[config.mk]
export PLATFORM = sky130hd
export DESIGN_NAME = shift_register_scheduler
export DESIGN_NICKNAME = d
export VERILOG_FILES = /design/src/rtl/shift_register_scheduler.sv
export SDC_FILE = /design/constraint.sdc
export NUM_CORES = 1
export LEC_CHECK = 0
export ABC_AREA = 0
export BUFFER_PORTS_ARGS = -buffer_cell sky130_fd_sc_hd__buf_2
export CAP_MARGIN = 20
export CORE_ASPECT_RATIO = 0.8
export CORE_MARGIN = 2
export CORE_UTILIZATION = 50
export CTS_CLUSTER_DIAMETER = 50
export DETAILED_ROUTE_END_ITERATION = 10
export PLACE_DENSITY_LB_ADDON = 0.15
export SKIP_LAST_GASP = 1
export SLEW_MARGIN = 20
export SYNTH_ARGS = -nofsm -noshare
export SYNTH_HDL_FRONTEND = slang
export SYNTH_SLANG_ARGS = --single-unit
[constraint.sdc]
create_clock -name clock -period 2.7 [get_ports clock]
set_input_delay 0.135 -clock clock [delete_from_list [all_inputs] [get_ports clock]]
set_output_delay 0.135 -clock clock [all_outputs]
set_load 0.05 [all_outputs]
[src/rtl/shift_register_scheduler.sv]
// Round-robin scheduler that loads one of two requesters' words into an external shift
// register and shifts it SHIFT_WIDTH times. Define SHIFT_SCHED_GAP_EN to add idle gap cycles.
module shift_register_scheduler #(
  parameter int   SHIFT_WIDTH = 8,
  parameter logic FILL_BIT    = 1'b0,
  parameter int   GAP_CYCLES  = 2
) (
  input  logic                   clock,
  input  logic                   sclr,
  input  logic                   req0_valid,
  input  logic [SHIFT_WIDTH-1:0] req0_data,
  output logic                   req0_ready,
  input  logic                   req1_valid,
  input  logic [SHIFT_WIDTH-1:0] req1_data,
  output logic                   req1_ready,
  output logic                   sr_load,
  output logic                   sr_enable,
  output logic [SHIFT_WIDTH-1:0] sr_data,
  output logic                   sr_shiftin,
  output logic                   busy,
  output logic                   grant_id,
  output logic                   frame_done
);

`ifdef SHIFT_SCHED_GAP_EN
  localparam bit GAP_EN = 1'b1;
`else
  localparam bit GAP_EN = 1'b0;
`endif

  // With the gap feature off the GAP state is simply unreachable.
  localparam int GAP_N  = GAP_EN ? GAP_CYCLES : 0;
  localparam int CNT_W  = $clog2(SHIFT_WIDTH) + 1;
  localparam int GAP_CW = $clog2(GAP_N + 1) + 1;

  localparam logic [CNT_W-1:0]  LAST_CNT = CNT_W'(SHIFT_WIDTH - 1);
  localparam logic [GAP_CW-1:0] LAST_GAP = GAP_CW'(GAP_N - 1);

  localparam logic [1:0] S_IDLE  = 2'd0;
  localparam logic [1:0] S_LOAD  = 2'd1;
  localparam logic [1:0] S_SHIFT = 2'd2;
  localparam logic [1:0] S_GAP   = 2'd3;

  logic [1:0]             state_q, state_d;
  logic [CNT_W-1:0]       cnt_q, cnt_d;
  logic [GAP_CW-1:0]      gap_q, gap_d;
  logic [SHIFT_WIDTH-1:0] data_q, data_d;
  logic                   grant_q, grant_d;
  logic                   last_q, last_d;
  logic                   done_q, done_d;
  logic                   hs0, hs1;

  // On a tie the requester that did not own the previous frame wins.
  always_comb begin
    req0_ready = 1'b0;
    req1_ready = 1'b0;
    if (!sclr && state_q == S_IDLE) begin
      req0_ready = req0_valid & (~req1_valid | last_q);
      req1_ready = req1_valid & (~req0_valid | ~last_q);
    end
  end

  assign hs0 = req0_valid & req0_ready;
  assign hs1 = req1_valid & req1_ready;

  always_comb begin
    state_d = state_q;
    cnt_d   = cnt_q;
    gap_d   = gap_q;
    data_d  = data_q;
    grant_d = grant_q;
    last_d  = last_q;
    done_d  = 1'b0;
    case (state_q)
      S_IDLE: begin
        if (hs0 || hs1) begin
          data_d  = hs1 ? req1_data : req0_data;
          grant_d = hs1;
          last_d  = hs1;
          state_d = S_LOAD;
        end
      end
      S_LOAD: begin
        cnt_d   = '0;
        state_d = S_SHIFT;
      end
      S_SHIFT: begin
        if (cnt_q == LAST_CNT) begin
          done_d  = 1'b1;
          cnt_d   = '0;
          gap_d   = '0;
          state_d = (GAP_N > 0) ? S_GAP : S_IDLE;
        end else begin
          cnt_d = cnt_q + CNT_W'(1);
        end
      end
      S_GAP: begin
        if (gap_q == LAST_GAP) begin
          state_d = S_IDLE;
        end else begin
          gap_d = gap_q + GAP_CW'(1);
        end
      end
      default: state_d = S_IDLE;
    endcase
  end

  // Reset aborts any frame in flight; the captured word is discarded.
  always_ff @(posedge clock) begin
    if (sclr) begin
      state_q <= S_IDLE;
      cnt_q   <= '0;
      gap_q   <= '0;
      data_q  <= '0;
      grant_q <= 1'b0;
      last_q  <= 1'b1;
      done_q  <= 1'b0;
    end else begin
      state_q <= state_d;
      cnt_q   <= cnt_d;
      gap_q   <= gap_d;
      data_q  <= data_d;
      grant_q <= grant_d;
      last_q  <= last_d;
      done_q  <= done_d;
    end
  end

  assign sr_load    = (state_q == S_LOAD);
  assign sr_enable  = (state_q == S_LOAD) || (state_q == S_SHIFT);
  assign sr_data    = data_q;
  assign sr_shiftin = FILL_BIT;
  assign busy       = (state_q != S_IDLE);
  assign grant_id   = grant_q;
  assign frame_done = done_q;

endmodule

# Word-level counts from Yosys, hierarchy flattened

Cells that the tools add are included.

Muxes and demuxes: 13
Equal/unequal tests: 7
Bitwise gates (word level): 10
Reduce and logical (&&, ||, !) cells: 12
Add/sub/neg operators: 2

Operators with widths:

| kind                                                   | number |
|---|---|
| 2-to-1 mux 8 bit                                       | 1 |
| case mux 2 bit (4 select lines)                        | 1 |
| case mux 4 bit (2 select lines)                        | 1 |
| 2-to-1 mux 2 bit                                       | 3 |
| nonzero test 2 bit                                     | 3 |
| 2-to-1 mux 1 bit                                       | 5 |
| adder 4 x 1 -> 4 bit (second input constant)           | 1 |
| AND 1 bit                                              | 4 |
| equality test 2 bit (second input constant)            | 2 |
| equality test 4 x 3 -> 1 bit (second input constant)   | 1 |
| 2-to-1 mux 4 bit                                       | 1 |
| inequality test 2 bit (second input constant)          | 2 |
| inverter 1 bit                                         | 4 |
| AND reduction 2 bit                                    | 2 |
| AND reduction 3 bit                                    | 1 |
| equality test 2 x 1 -> 1 bit (second input constant)   | 1 |
| zero test 2 bit                                        | 1 |
| logical OR 1 bit                                       | 2 |
| inequality test 2 x 1 -> 1 bit (second input constant) | 1 |
| bitwise OR 1 bit                                       | 2 |
| case mux 1 bit (2 select lines)                        | 1 |
| OR reduction 2 bit                                     | 1 |
| adder 1 bit (second input constant)                    | 1 |
| logical AND 1 bit                                      | 1 |
| zero test 1 bit                                        | 1 |

Output and inout port bits: 16
Flip-flop bits (word level): 18
Logic and storage cells: 51

# Depth between registers and ports, before layout

Depth in word-level cells: 8
Gate-level depth with buffers: 7

# Least setup slack after synthesis

Ideal clock, no wire load.

Path type: register to register
Start: register state_q[0]
End: register grant_q (netlist: grant_id)
Library setup time: 0.165 ns
Clock period less this slack: 1.980 ns
Path slack: 0.720 ns
Arrival: 1.815 ns
Stages on the path, launching flop included: 7
Required time: 2.535 ns
Path buffers: 0
Cell sequence: dfxtp_1 -> inv_1 -> ha_1 -> nor2b_2 -> nand2_1 -> a21oi_1 -> o21ai_0

Word-level cells in the longest chain between the ends: 6
Elaborated cells on any way between the ends: 8
Classes of those cells: mux (2); bitwise (2); reduce/logical (4)

Ends and longest elaborated chain:

| item                          | line | RTL |
|---|---|---|
| from (decl)                   | 44   | `logic [1:0] state_q, state_d;` |
| from (signal assigned)        | 119  | `state_q <= state_d;` |
| zero test 2 bit               | 57   | `if (!sclr && state_q == S_IDLE) begin` |
| logical AND 1 bit             | 57   |  |
| 2-to-1 mux 1 bit              | 57   |  |
| via req0_ready                | 12   | `output logic req0_ready,` |
| AND 1 bit                     | 63   | `assign hs0 = req0_valid & req0_ready;` |
| logical OR 1 bit              | 76   | `if (hs0 \|\| hs1) begin` |
| AND reduction 2 bit (no line) | -    |  |
| to (signal assigned)          | 123  | `grant_q <= grant_d;` |
| to (decl)                     | 48   | `logic grant_q, grant_d;` |

The timed path passes the listed nets, and every way through them passes these cells.
A chain may end at the register's enable or synchronous reset.

# Worst setup path in the final report

Start: register state_q[0]
End: output req1_ready

Word-level cells in the longest chain between the ends: 3

Ends and longest elaborated chain:

| item              | line | RTL |
|---|---|---|
| zero test 2 bit   | 57   |  |
| logical AND 1 bit | 57   |  |
| 2-to-1 mux 1 bit  | 57   |  |
| to (decl)         | 15   | `output logic req1_ready,` |

Every way passes these cells.

==> metrics.txt <==
Synth async-reset ratio 0%; WL/cell 11.94 um; Final setup violation count 0; Via Count 828; CP Launch Type flop; hold path start req1_data[5]; largest net degree at the start of global routing 24; die area 2214 um^2; critical path arrival 2000 ps; DPL Wire Length 1477 um; register area share after synthesis 38.92%; via/cell ratio 5.175; post-route ant nets 0; placed cells 156; # IOs 36; total design power 1.101 mW; Slew headroom 62.50%; Placer Congestion 0.7705; Die Ht 42.49 um; fmax 0.4676 GHz; clock buffer count from CTS 3; crit path kind flop to primary output; Final min period 2139 ps; post-synth top area share 38.92%; share of layout cells above drive strength 1 31.16%; Post-route DRC 0; Final #Nets 165; Mapped Cells 105; final std cells w/o fill 160; fillers 151; cts repair resizes 0; Worst Tran Pin Value 561.0 ps; Hold EP sr_data[5]$_SDFFE_PP0P_; WP data required 2570 ps; Syn Nets 131; Hold Buf Count CTS 0; yosys warns 0; Synth Flop Type dfxtp_1; CP max FO 10; status finished, final reports clean; clock slew at reported path FFs 100 ps; fin crit share 79.21%; Post-CTS Repair Setup Buffers 0; clk root buf clkbuf_4; FP Rows 13; vias in the first global route 768; first-pass GRT wire length 3298 um; initial antenna violation count 0; worst r2r src state_q[0]$_SDFFE_PP0P_; max-cap viol count 0; Worst Hold Class input pin to flop; Syn Area/Cell 8.818 um^2; drt first-iter violations 11; Yosys reg bits 18; Overflow after GRT 0; Synth-to-Final Area Change 21.22%; Synth cell types 25; n_diodes 0; Skew-Pair Late Insertion Delay 290 ps; final setup TNS 0 ps; All-Layer GR Usage 20.00%; mapped cell area 925.9 um^2; Worst setup EP type primary output; Fin Clk Skew 2.963 ps; Die X 52.11 um; ranking of synthesized cells by area dfxtp_1 39%, mux2i_1 11%, ha_1 8.1%, a211oi_1 6.5%, nor2_1 5.3%; Reg2Reg Setup Slack 800 ps; Core Region 1675 um^2; cells on worst reg2reg path 6; commonest non-fill, non-tap cell in the layout buf_2; initial core utilization 55.27%; FF-to-FF End sr_data[3]$_SDFFE_PP0P_; static leakage 0.5758 nW; RSZ-0062 raised after global routing no; Worst Hold Path Cells 3; H-tree level count 1; final hold violations 0; hold slack 165.5 ps; PwrDens 980.8 nW/um^2; most frequent cells in the layout 34 x buf_2, 18 x dfxtp_1, 13 x nor2_1; area leader, netlist dfxtp_1; clock sinks 18; Worst IR Drop VDD 0.6102 mV; DR pass1 iterations 4; Port Buf Inserts 34; clk buf depth 2; Slew Limit Fails 0; drt total wl 1911 um; Post-synth EDFFs 0; TritonCTS clock tree done
power breakdown:
group / internal (mW) / switching [mW]
registers: 0.315 / 0.0339
logic: 0.168 / 0.419
clock network: 0.0822 / 0.0831
total: 0.565 / 0.536
cell usage after synthesis, types with 2 or more instances:
master	instances
dfxtp_1	18
nor2_1	13
mux2i_1	10
a211oi_1	8
a21oi_1	8
nand2b_1	7
ha_1	6
inv_1	6
nand2_1	5
nand3_1	4
o21ai_0	3
buf_6	2
clkbuf_1	2
or2_2	2
through the flow:
step                      area [um^2]  util [%]  worst slack (ps)
after floorplan                 925.9         -             719.8
final                            1122     66.99             561.4
after detailed placement         1086     64.82             786.3
after CTS                        1122     66.99             525.5
after global placement           1086     64.82             902.0
after global routing             1122     66.99             321.5
kinds of logic (layout without fill, tap and decap cells):
kind of cell    Yosys count  after routing  share of synthesized area, %
compound gates           20             20                         13.11
fa+ha+maj                 6              6                         8.108
buf+inv                  12             45                         6.892
flops                    18             18                         38.92
mux                      10             10                         10.81
other cells               1              1                        0.4050
simple gates             38             38                         21.76
registers in the layout, indices dropped and copies added, names as in the netlist:
name and cells:
gap_q 1, cnt_q 4, grant_id 1, sr_data 8, last_q 1, frame_done 1
state_q 2
cell type report:
class | count | area (um^2) | share of cell area, %
Timing Repair Buffer | 34 | 170.2 | 15.16
Sequential cell | 18 | 360.3 | 32.11
Inverter | 7 | 26.28 | 2.341
Multi-Input combinational cell | 75 | 501.7 | 44.70
Tap cell | 22 | 27.53 | 2.453
Clock buffer | 4 | 36.28 | 3.233
worst max-delay path: stages, from the launching register on:
cell,delay (ps)
dfxtp_1,360
inv_1,110
ha_1,230
nor2b_2,180
nand3_1,420
inv_1,140
buf_2,270
worst max-delay path by stage:
stage | startpoint | end | slack, ps | cells after the start
2_1_floorplan | state_q[0]$_SDFFE_PP0P_ | grant_id$_SDFFE_PP0P_ | 720 | 6
6_report | state_q[0]$_SDFFE_PP0P_ | req1_ready | 560 | 6
3_3_place_gp | state_q[0]$_SDFFE_PP0P_ | sr_data[2]$_SDFFE_PP0P_ | 900 | 6
4_1_cts | state_q[0]$_SDFFE_PP0P_ | req1_ready | 530 | 6
5_1_grt | state_q[1]$_SDFFE_PP0P_ | req1_ready | 320 | 6
3_5_place_dp | state_q[0]$_SDFFE_PP0P_ | sr_data[3]$_SDFFE_PP0P_ | 790 | 6
layer usage:
metal  GRT usage, %  vias up  wire [um]
met4          3.158        0         10
met3          6.429        2        139
li1               -      424          -
met1          24.40      376        840
met5              0        -          0
met2          34.43       26        920
Note: power is estimated with default switching activity, not from simulation.
